$ cat config.mk
export PLATFORM = sky130hd
export DESIGN_NAME = ledg_pwm_fader_flat
export DESIGN_NICKNAME = d
export VERILOG_FILES = /design/src/rtl/ledg_pwm_fader_if.sv /design/src/rtl/ledg_pwm_fader.sv /design/src/flat_wrapper.sv
export SDC_FILE = /design/constraint.sdc
export NUM_CORES = 1
export LEC_CHECK = 0
export ABC_CLOCK_PERIOD_IN_PS = 3700
export BUFFER_PORTS_ARGS = -buffer_cell sky130_fd_sc_hd__buf_2
export CORE_MARGIN = 3
export CORE_UTILIZATION = 64
export CTS_BUF_LIST = sky130_fd_sc_hd__clkbuf_2 sky130_fd_sc_hd__clkbuf_4 sky130_fd_sc_hd__clkbuf_8
export CTS_CLUSTER_SIZE = 16
export DETAILED_ROUTE_END_ITERATION = 16
export GPL_ROUTABILITY_DRIVEN = 0
export PLACE_DENSITY = 0.81
export SETUP_SLACK_MARGIN = 0.15
export SLEW_MARGIN = 25
export SYNTH_ARGS = -nofsm -noshare
export SYNTH_HDL_FRONTEND = slang
export SYNTH_SLANG_ARGS = --single-unit
$ cat constraint.sdc
create_clock -name clk -period 3.7 [get_ports clk]
set_clock_uncertainty 0.1 [all_clocks]
set_input_delay 1.11 -clock clk [delete_from_list [all_inputs] [get_ports clk]]
set_output_delay 1.11 -clock clk [all_outputs]
set_load 0.03 [all_outputs]
$ cat src/rtl/ledg_pwm_fader_if.sv
`default_nettype none
// +------------------------------------------------------------------+
// | ledg_pwm_fader_if : LED word in, PWM drive and busy flag out      |
// | Revision 1.0                                                      |
// +------------------------------------------------------------------+
interface ledg_pwm_fader_if #(
    parameter int N = 9
);
    logic [N-1:0] led_in;
    logic         fade_en;
    logic [N-1:0] led_out;
    logic         busy;

    modport master (
        output led_in,
        output fade_en,
        input  led_out,
        input  busy
    );

    modport slave (
        input  led_in,
        input  fade_en,
        output led_out,
        output busy
    );
endinterface
`default_nettype wire

$ cat src/rtl/ledg_pwm_fader.sv
`default_nettype none
// +------------------------------------------------------------------+
// | ledg_pwm_fader : per-channel linear PWM fade of the LEDG PIO word |
// | Revision 1.0                                                      |
// +------------------------------------------------------------------+
module ledg_pwm_fader #(
    parameter int N           = 9,
    parameter int PWM_BITS    = 8,
    parameter int STEP_CYCLES = 1024
) (
    input  wire               clk,
    input  wire               reset_n,
    ledg_pwm_fader_if.slave   bus
);
    localparam int                   c_step_w    = (STEP_CYCLES > 1) ? $clog2(STEP_CYCLES) : 1;
    localparam logic [PWM_BITS-1:0]  c_max       = '1;
    localparam logic [c_step_w-1:0]  c_step_last = c_step_w'(STEP_CYCLES - 1);
    localparam logic [c_step_w-1:0]  c_step_one  = c_step_w'(1);
    localparam logic [PWM_BITS-1:0]  c_pwm_one   = PWM_BITS'(1);

    logic [PWM_BITS-1:0] pwm_cnt_q, pwm_cnt_d;
    logic [c_step_w-1:0] presc_q,   presc_d;
    logic [N-1:0]        led_out_q, led_out_d;
    logic                busy_q,    busy_d;

    logic                w_step_tick;
    logic [N-1:0]        w_led_next;
    logic [N-1:0]        w_mismatch;

    assign w_step_tick = (presc_q == c_step_last);

    // Each channel owns its brightness level and output compare.
    for (genvar i = 0; i < N; i++) begin : g_ch
        logic [PWM_BITS-1:0] level_q, level_d;
        logic [PWM_BITS-1:0] w_target;
        logic                w_led;

        always_comb begin
            w_target = bus.led_in[i] ? c_max : '0;
            level_d  = level_q;
            w_led    = 1'b0;
            if (!bus.fade_en) begin
                // Bypass snaps the level to its endpoint so re-enabling fade cannot ramp.
                level_d = w_target;
                w_led   = bus.led_in[i];
            end else begin
                if (w_step_tick) begin
                    if (bus.led_in[i] && (level_q != c_max)) begin
                        level_d = level_q + c_pwm_one;
                    end else if (!bus.led_in[i] && (level_q != '0)) begin
                        level_d = level_q - c_pwm_one;
                    end
                end
                if (level_q == c_max) begin
                    w_led = 1'b1;
                end else begin
                    w_led = (level_q > pwm_cnt_q);
                end
            end
        end

        always_ff @(posedge clk or negedge reset_n) begin
            if (!reset_n) begin
                level_q <= '0;
            end else begin
                level_q <= level_d;
            end
        end

        assign w_led_next[i] = w_led;
        assign w_mismatch[i] = (level_q != w_target);
    end

    always_comb begin
        pwm_cnt_d = pwm_cnt_q + c_pwm_one;
        presc_d   = w_step_tick ? '0 : (presc_q + c_step_one);
        led_out_d = w_led_next;
        busy_d    = |w_mismatch;
    end

    always_ff @(posedge clk or negedge reset_n) begin
        if (!reset_n) begin
            pwm_cnt_q <= '0;
            presc_q   <= '0;
            led_out_q <= '0;
            busy_q    <= 1'b0;
        end else begin
            pwm_cnt_q <= pwm_cnt_d;
            presc_q   <= presc_d;
            led_out_q <= led_out_d;
            busy_q    <= busy_d;
        end
    end

    assign bus.led_out = led_out_q;
    assign bus.busy    = busy_q;
endmodule
`default_nettype wire

$ cat src/flat_wrapper.sv
// flat-port wrapper written by rule: the top's interface ports become plain ports
module ledg_pwm_fader_flat 
#(
    parameter int N           = 9,
    parameter int PWM_BITS    = 8,
    parameter int STEP_CYCLES = 1024
)
  (clk, reset_n, bus_led_in, bus_fade_en, bus_led_out, bus_busy);
  ledg_pwm_fader_if #(.N(N)) bus_i ();
  input  wire clk;
  input  wire reset_n;
  input wire logic [$bits(bus_i.led_in)-1:0] bus_led_in;
  input wire logic [$bits(bus_i.fade_en)-1:0] bus_fade_en;
  output wire logic [$bits(bus_i.led_out)-1:0] bus_led_out;
  output wire logic [$bits(bus_i.busy)-1:0] bus_busy;
  assign bus_i.led_in = bus_led_in;
  assign bus_i.fade_en = bus_fade_en;
  assign bus_led_out = bus_i.led_out;
  assign bus_busy = bus_i.busy;
  ledg_pwm_fader #(.N(N), .PWM_BITS(PWM_BITS), .STEP_CYCLES(STEP_CYCLES)) u_core (.clk(clk), .reset_n(reset_n), .bus(bus_i));
endmodule
==> out/results.ini, run 1 <==
[clocking]
numClockSinks = 100
cts_root_buf = clkbuf_8
ctsHoldBuffers = 0
cts_resized = 0
htree_levels = 3
numCtsBuffers = 9
clkTransAtPathRegs_ns = 0.09
cts_tree = yes
clk_latency_ns = 0.40
postCtsSetupRepairBufs = 0
cts_buffer_depth = 2

[sta]
setup_viol = 0
fin_crit_sh_pct = 87.5
worst_slew_pin_slew_ns = 0.691
clock.fmax_mhz = 309
hold_viol = 0
max_slew_margin_pct = 53.3
drv_slew = 0
rsz0062_at_grt = false
setup_tns_ns = 0
holdWs_ns = 0.386
period_needed_ns = 3.24

[cells_and_area]
layout_commonest_cell = ha_1
fin_nets = 1176
multiInputGateArea_sq_um = 5990
areaGrowthSynthToFinish_pct = 5.34
final_cell_mix = 137 x ha_1, 121 x a21oi_1, 100 x dfrtp_1
drive_gt1_share_pct = 6.16
diodes = 0
ff_latch_area_sq_um = 2500
finish.utilization_pct = 69.3
n_fill_cell = 1095

[placement]
io_buffers = 21
dp_hpwl_um = 14400

[worst_setup_path]
crit_path_top_delay_cell = o41ai_1
crit_chain = nand4_1 -> or2_2 -> nand2_1 -> ha_1 -> a21oi_1 -> o211ai_1 -> o41ai_1 -> mux2i_1 -> nor4_1 -> a211o_1
crit_buf_inv = 0
start_kind = register
crit_required_ns = 3.88
path_class = reg2reg
cp.arrival_ns = 3.42
crit_path_end_kind = register
worst_path_largest_cell_delay_ns = 0.53
critical_path.top_delay_family = compound AO/OA/AOI/OAI gates
critPathMaxFanout = 9

[synthesis]
syn-cell-area_sq_um = 8780
synth_mux_area_share_pct = 3.78
synth_compound_area_share_pct = 20.1
synth.distinct_cells = 58
ys_seq_area_share_pct = 28.5
synthArstFlopShare_pct = 100
ys_warn_count = 0
synth-main-ff-cell = dfrtp_1
synth_xor_area_share_pct = 6.18
avgSynthCellArea_sq_um = 8.77
syn-num-nets = 1159
synth_edf_count = 0
ys_ff_latch = 100
synthAdderAreaFrac_pct = 21.6
synth_top_family_by_area = adder cells
synth-simple-area-share_pct = 16.6
netlist_instances = 1001

[floorplanning]
start_util_pct = 65.8
core_area_sq_um = 13300
die_y_um = 123
die_area_sq_um = 15200
num_rows = 42
ios = 22
die_w_um = 123

[global_routing]
grt_pass1_vias = 7124
grt_max_degree = 50
grt_antenna_before_repair = 0
overflow = 0
grt_usage_pct = 27.2
grt_pass1_wl_um = 33400

[power]
leakage_nw = 4.07
powerDensity_nw_per_um2 = 372
ir_worst_vdd_uv = 372

[routing]
vias_per_cell = 6.28
wl_per_cell_um = 16.4
firstDrtPassIters = 5
wirelength_um = 19600
via_count = 7521
dr.first_iter.drc_count = 533
drc = 0
ant_nets = 0

[run_status]
status = finished, final reports clean

[job]
cap_violations = 0

[min_path]
hp-class = reg2reg

==> state kept, by name (all words and copies together), names as in the netlist <==
name / flops
u_core.presc_q: 10
u_core.bus.busy: 1
u_core.g_ch.level_q: 72
u_core.pwm_cnt_q: 8
u_core.bus.led_out: 9
==> layout make-up <==
cell class / instances / share of cell area [%]
clock buffer: 11 / 1.50
clock inverter: 4 / 0.298
inverter: 49 / 1.99
multi-input combinational: 827 / 64.8
sequential: 100 / 27.0
tap: 176 / 2.38
timing repair buffer: 31 / 2.00
==> cells by family (layout without fill, tap and decap cells) <==
| family | Yosys count | count (layout) |
|---|---|---|
| AOI/OAI and AO/OA | 294 | 294 |
| and+or+nand+nor | 292 | 292 |
| adders and majority gates | 146 | 146 |
| DFF | 100 | 100 |
| buffers and inverters | 74 | 95 |
| xor gates and xnor gates | 62 | 62 |
| muxes | 33 | 33 |
==> path summary, 6_finish.rpt <==
path                                                            start                                    end  slack [ns]  depth (start not counted)
worst max-delay path            u_core.g_ch[2].level_q[5]$_DFFE_PN0P_  u_core.g_ch[2].level_q[7]$_DFFE_PN0P_        0.46                         10
worst min-delay path                      u_core.presc_q[9]$_DFF_PN0_            u_core.presc_q[9]$_DFF_PN0_        0.39                          1
worst max register to register  u_core.g_ch[2].level_q[5]$_DFFE_PN0P_  u_core.g_ch[2].level_q[7]$_DFFE_PN0P_        0.46                         10
worst min register to register            u_core.presc_q[9]$_DFF_PN0_            u_core.presc_q[9]$_DFF_PN0_        0.39                          1
max in group asynchronous                                     reset_n          u_core.pwm_cnt_q[3]$_DFF_PN0_        2.21                          2
min in group asynchronous                                     reset_n  u_core.g_ch[3].level_q[4]$_DFFE_PN0P_        0.60                          1
==> synth_stat cells (15+ instances only) <==
library cell    n  area [sq um]
a21o_1         28           210
a21oi_1       121           606
a31oi_1        17           106
clkbuf_1       15          56.3
dfrtp_1       100          2500
ha_1          137          1710
inv_1          48           180
mux2i_1        32           320
nand2_1        69           259
nand3_1        34           170
nand4_1        32           200
nor2_1         64           240
nor3_1         18          90.1
nor4_1         16           100
o21ai_0        54           270
xnor2_1        46           403
xor2_1         16           140
==> through the flow <==
stage	instance area, sq um	setup WS [ns]	cells	power, mW
detailed placement	9080	0.171	1183	2.80
finish	9250	0.463	1198	3.44
global placement	9080	0.263	1183	2.76
global route	9250	0.153	1198	3.74
floorplan	8780	0.598	1001	2.49
CTS	9250	0.491	1198	3.45
==> routing by layer <==
| metal | part of all wire (%) | GRT usage, % | routed length [um] | vias to the layer above |
|---|---|---|---|---|
| li1 | - | - | - | 3758 |
| met1 | 47 | 36.8 | 9300 | 3579 |
| met2 | 47 | 44.3 | 9150 | 147 |
| met3 | 4.1 | 5.54 | 795 | 37 |
| met4 | 1.9 | 7.54 | 366 | 0 |
| met5 | 0 | 0 | 0 | - |
==> report_power, final <==
group          total [mW]  switching [mW]  internal [mW]
Clock               0.645           0.390          0.255
Sequential           1.44           0.222           1.22
Combinational        1.36           0.731          0.624
Total                3.44            1.34           2.10
Note: power is estimated with default switching activity, not from simulation.
==> run 2, diff against run 1 <==
--- a/config.mk
+++ b/config.mk
@@ -8,12 +8,12 @@
 export ABC_CLOCK_PERIOD_IN_PS = 3700
 export BUFFER_PORTS_ARGS = -buffer_cell sky130_fd_sc_hd__buf_2
 export CORE_MARGIN = 3
-export CORE_UTILIZATION = 64
+export CORE_UTILIZATION = 40
 export CTS_BUF_LIST = sky130_fd_sc_hd__clkbuf_2 sky130_fd_sc_hd__clkbuf_4 sky130_fd_sc_hd__clkbuf_8
 export CTS_CLUSTER_SIZE = 16
 export DETAILED_ROUTE_END_ITERATION = 16
 export GPL_ROUTABILITY_DRIVEN = 0
-export PLACE_DENSITY = 0.81
+export PLACE_DENSITY_LB_ADDON = 0.25
 export SETUP_SLACK_MARGIN = 0.15
 export SLEW_MARGIN = 25
 export SYNTH_ARGS = -nofsm -noshare
==> run 2 against run 1 <==
  * Routed wire length up 3.7%
  * Die area grew 57%
  * Global-route usage down 9.5 points
  * Largest power group unchanged
  * Sequential power about the same
  * Design area up 1.9%
  * Maximum frequency grew 1.3%
  * Final cell count rose by 8.3%
  * First-iteration DRC count decreased by 21%
  * Critical endpoint unchanged
  * Sequential cell count stayed put
==> out/results.ini, run 2 (synthesized netlist as in run 1, its figures left out) <==
[sta]
holdWs_ns = 0.377
worst_slew_pin_slew_ns = 0.785
setup_viol = 0
setup_tns_ns = 0
rsz0062_at_grt = false
fin_crit_sh_pct = 86.3
drv_slew = 0
fin_ws_ns = 0.505
period_needed_ns = 3.19
hold_viol = 0
max_slew_margin_pct = 47.7
clock.fmax_mhz = 313

[global_routing]
grt_antenna_before_repair = 0
grt_pass1_wl_um = 35000
grt_max_degree = 65
grt_usage_pct = 17.7
overflow = 0
grt_pass1_vias = 6841

[clocking]
htree_levels = 3
ctsHoldBuffers = 0
postCtsSetupRepairBufs = 0
clk_latency_ns = 0.39
cts_root_buf = clkbuf_8
clkTransAtPathRegs_ns = 0.11
cts_buffer_depth = 2
cts_resized = 0
numClockSinks = 100
cts_tree = yes
numCtsBuffers = 9

[floorplanning]
core_area_sq_um = 21300
die_area_sq_um = 23800
num_rows = 53
die_y_um = 154
ios = 22
start_util_pct = 41.3
die_w_um = 154

[worst_setup_path]
critPathMaxFanout = 9
crit_buf_inv = 0
crit_path_top_delay_cell = o41ai_1
cp.arrival_ns = 3.38
crit_path_end_kind = register
critical_path.top_delay_family = compound AO/OA/AOI/OAI gates
worst_path_largest_cell_delay_ns = 0.51
path_class = reg2reg
crit_chain = nand4_1 -> or2_2 -> nand2_1 -> ha_1 -> a21oi_1 -> o211ai_1 -> o41ai_1 -> mux2i_1 -> nor4_1 -> a211o_1
crit_required_ns = 3.89
start_kind = register

[cells_and_area]
fin_area_sq_um = 9430
top_register = u_core.g_ch.level_q
largest_reg_flops = 72
areaGrowthSynthToFinish_pct = 7.32
diodes = 0
final_cell_mix = 137 x ha_1, 121 x a21oi_1, 100 x dfrtp_1
n_fill_cell = 2084
layout_commonest_cell = ha_1
fin_nets = 1175
drive_gt1_share_pct = 6.16

[job]
cap_violations = 0

[routing]
vias_per_cell = 5.67
firstDrtPassIters = 5
drc = 0
ant_nets = 0
dr.first_iter.drc_count = 420
wl_per_cell_um = 15.7
wirelength_um = 20300
via_count = 7354

[run_status]
status = finished, final reports clean

[min_path]
hp-class = reg2reg

[power]
p_comb_share_pct = 38.0
ir_worst_vdd_uv = 162
sw_frac_of_total_pct = 39.1
p_int_mw = 2.16
p_total_mw = 3.55
leakage_nw = 4.10
power.switching_mw = 1.39
power.share.clock_pct = 21.3
seq_power_share_pct = 40.7
powerDensity_nw_per_um2 = 377

[placement]
dpl_cell_area_sq_um = 9230
io_buffers = 21
dpl_worst_slack_ns = 0.211
dp_hpwl_um = 14900

[run 2: per-layer routing]
layer / up-vias / wire [um] / GRT usage [%]
li1: 3749 / - / -
met1: 3520 / 10700 / 26.7
met2: 72 / 8970 / 27.3
met3: 13 / 425 / 1.76
met4: 0 / 209 / 4.04
met5: - / 0 / 0
[run 2: final timing paths]
check | to | depth (start not counted) | slack (ns) | start
max | u_core.g_ch[2].level_q[7]$_DFFE_PN0P_ | 10 | 0.51 | u_core.g_ch[2].level_q[7]$_DFFE_PN0P_
min | u_core.presc_q[9]$_DFF_PN0_ | 1 | 0.38 | u_core.presc_q[9]$_DFF_PN0_
max reg2reg | u_core.g_ch[2].level_q[7]$_DFFE_PN0P_ | 10 | 0.51 | u_core.g_ch[2].level_q[7]$_DFFE_PN0P_
min reg2reg | u_core.presc_q[9]$_DFF_PN0_ | 1 | 0.38 | u_core.presc_q[9]$_DFF_PN0_
max in group asynchronous | u_core.g_ch[6].level_q[6]$_DFFE_PN0P_ | 2 | 2.18 | reset_n
min in group asynchronous | u_core.g_ch[1].level_q[7]$_DFFE_PN0P_ | 1 | 0.59 | reset_n
[run 2: power by group through the flow]
stage	registers, mW	clock network, mW	logic [mW]
CTS	1.45	0.786	1.36
detailed placement	1.47	0	1.35
finish	1.45	0.756	1.35
global route	1.48	0.830	1.57
floorplan	1.42	0	1.07
global placement	1.47	0	1.33
[run 2: stage by stage]
step           instances  util [%]
3_3_place_gp        1281      43.3
5_1_grt             1297      44.3
2_1_floorplan       1001         -
3_5_place_dp        1281      43.3
6_report            1297      44.3
4_1_cts             1297      44.3
[run 2: cell type report]
| cell class | count | area, sq um | share of cell area (%) |
|---|---|---|---|
| clock buffers | 9 | 124 | 1.31 |
| inverters | 49 | 184 | 1.95 |
| well taps | 275 | 344 | 3.65 |
| flip-flops and latches | 100 | 2500 | 26.5 |
| repair buffers | 30 | 203 | 2.15 |
| clock inverters | 7 | 75.1 | 0.796 |
| multi-input cells | 827 | 5990 | 63.6 |
==> run 3, diff against run 2 <==
==> constraint.sdc (replaced) <==
create_clock -name clk -period 3.7 [get_ports clk]
set_clock_uncertainty 0.1 [all_clocks]
set_input_delay 0.185 -clock clk [delete_from_list [all_inputs] [get_ports clk]]
set_output_delay 0.185 -clock clk [all_outputs]
set_load 0.03 [all_outputs]
==> run 3 against run 2 <==
  * Design area shrank 0.49%
  * Total power shrank 2.0%
  * Non-clock buffer count shrank 1
  * Combinational power is essentially flat
  * Die area is the same
  * Largest cell class unchanged
  * Core utilization shrank 0.22 points
  * Clock power shrank 7.8%
  * Hold slack lost 0.34 ns
  * Setup slack lost 0.033 ns
==> out/results.ini, run 3 (synthesized netlist as in run 1, its figures left out) <==
[cells_and_area]
fin_nets = 1174
finish.utilization_pct = 44.1
drive_gt1_share_pct = 5.78
multiInputGateArea_sq_um = 5990
final_cell_mix = 137 x ha_1, 121 x a21oi_1, 100 x dfrtp_1
largest_reg_flops = 72
areaGrowthSynthToFinish_pct = 6.80
diodes = 0
n_fill_cell = 2088
ff_latch_area_sq_um = 2500
final_cells = 1295
top_register = u_core.g_ch.level_q
layout_commonest_cell = ha_1

[global_routing]
grt_pass1_wl_um = 35200
grt_usage_pct = 17.8
grt_max_degree = 62
grt_antenna_before_repair = 0
grt_pass1_vias = 7052
overflow = 0

[placement]
io_buffers = 21
dp_hpwl_um = 14800
dp.cells = 1278

[run_status]
status = finished, final reports clean

[sta]
hold_viol = 0
period_needed_ns = 3.23
drv_slew = 0
clock.fmax_mhz = 310
fin_crit_sh_pct = 87.2
max_slew_margin_pct = 40.3
rsz0062_at_grt = false
setup_viol = 0
worst_slew_pin_slew_ns = 0.889
setup_tns_ns = 0

[routing]
drc = 0
wl_per_cell_um = 15.8
via_count = 7289
top_layer_used = met4
ant_nets = 0
dr.first_iter.drc_count = 344
met1Wirelength_um = 10300
route.met2.wl_um = 9210
wl_met3_um = 638
wirelength_um = 20500
vias_per_cell = 5.63
firstDrtPassIters = 5

[worst_setup_path]
cp.arrival_ns = 3.41
crit_path_end_kind = register
start_kind = register
crit_required_ns = 3.89
path_class = reg2reg
critPathMaxFanout = 9

[floorplanning]
core_area_sq_um = 21300
die_y_um = 154
num_rows = 53
die_w_um = 154
start_util_pct = 41.3
die_area_sq_um = 23800
ios = 22

[power]
ir_worst_vdd_uv = 178
power.share.clock_pct = 20.0
powerDensity_nw_per_um2 = 371
p_int_mw = 2.13
leakage_nw = 4.08
sw_frac_of_total_pct = 38.8
power.switching_mw = 1.35
p_total_mw = 3.48
p_comb_share_pct = 38.7
seq_power_share_pct = 41.3

[clocking]
cts_root_buf = clkbuf_8
numClockSinks = 100
clkTransAtPathRegs_ns = 0.10
cts_tree = yes
htree_levels = 3
postCtsSetupRepairBufs = 0
cts_buffer_depth = 2
clk_latency_ns = 0.39
numCtsBuffers = 9

[job]
cap_violations = 0

[min_path]
hp-class = in2reg

==> run 3: critical path, stage by stage, from the launching register on <==
cell,delay [ns]
dfrtp_1,0.49
nand4_1,0.11
or2_2,0.32
nand2_1,0.30
ha_1,0.31
a21oi_1,0.19
o211ai_1,0.14
o41ai_1,0.57
mux2i_1,0.25
nor4_1,0.06
a211o_1,0.28
==> run 3: final timing paths <==
path	cells past startpoint	slack, ns	from	end
setup / recovery	10	0.47	u_core.g_ch[2].level_q[0]$_DFFE_PN0P_	u_core.g_ch[2].level_q[7]$_DFFE_PN0P_
hold / removal	3	0.04	bus_led_in[5]	u_core.g_ch[5].level_q[7]$_DFFE_PN0P_
setup reg to reg	10	0.47	u_core.g_ch[2].level_q[0]$_DFFE_PN0P_	u_core.g_ch[2].level_q[7]$_DFFE_PN0P_
hold reg to reg	1	0.38	u_core.presc_q[9]$_DFF_PN0_	u_core.presc_q[9]$_DFF_PN0_
max in group asynchronous	3	2.33	reset_n	u_core.g_ch[6].level_q[1]$_DFFE_PN0P_
min in group asynchronous	2	0.31	reset_n	u_core.bus.led_out[4]$_DFF_PN0_
==> run 3: stage by stage <==
step | hold slack (ns) | instance area, sq um | setup slack, ns
after floorplan | -0.211 | 8780 | 0.868
after CTS | 0.0125 | 9380 | 0.453
after global placement | 0.244 | 9180 | 0.548
after global routing | 0.0407 | 9380 | 0.176
after detailed placement | 0.254 | 9180 | 0.478
final | 0.0368 | 9380 | 0.473
==> run 3: power by group through the flow <==
stage | clock network [mW] | registers [mW] | logic (mW)
final | 0.697 | 1.44 | 1.35
after global routing | 0.765 | 1.47 | 1.57
after CTS | 0.739 | 1.44 | 1.35
after detailed placement | 0 | 1.46 | 1.34
after global placement | 0 | 1.45 | 1.33
after floorplan | 0 | 1.42 | 1.07
==> run 3: cell type report <==
cell class / count / share of cell area, %
Clock buffer: 12 / 1.69
Multi-Input combinational cell: 827 / 63.9
Sequential cell: 100 / 26.7
Inverter: 49 / 1.96
Tap cell: 275 / 3.67
Timing Repair Buffer: 29 / 1.87
Clock inverter: 3 / 0.227
==> run 3: metal layers <==
metal / vias up / track usage [%]
met3: 21 / 2.63
met4: 0 / 4.42
met1: 3425 / 25.6
li1: 3748 / -
met5: - / 0
met2: 95 / 28.2
==> run 3: repair_timing <==
item                                   in CTS  in global routing
resized for setup                           0                  0
endpoints found under the hold margin      60                  0
hold buffers                                2                  0
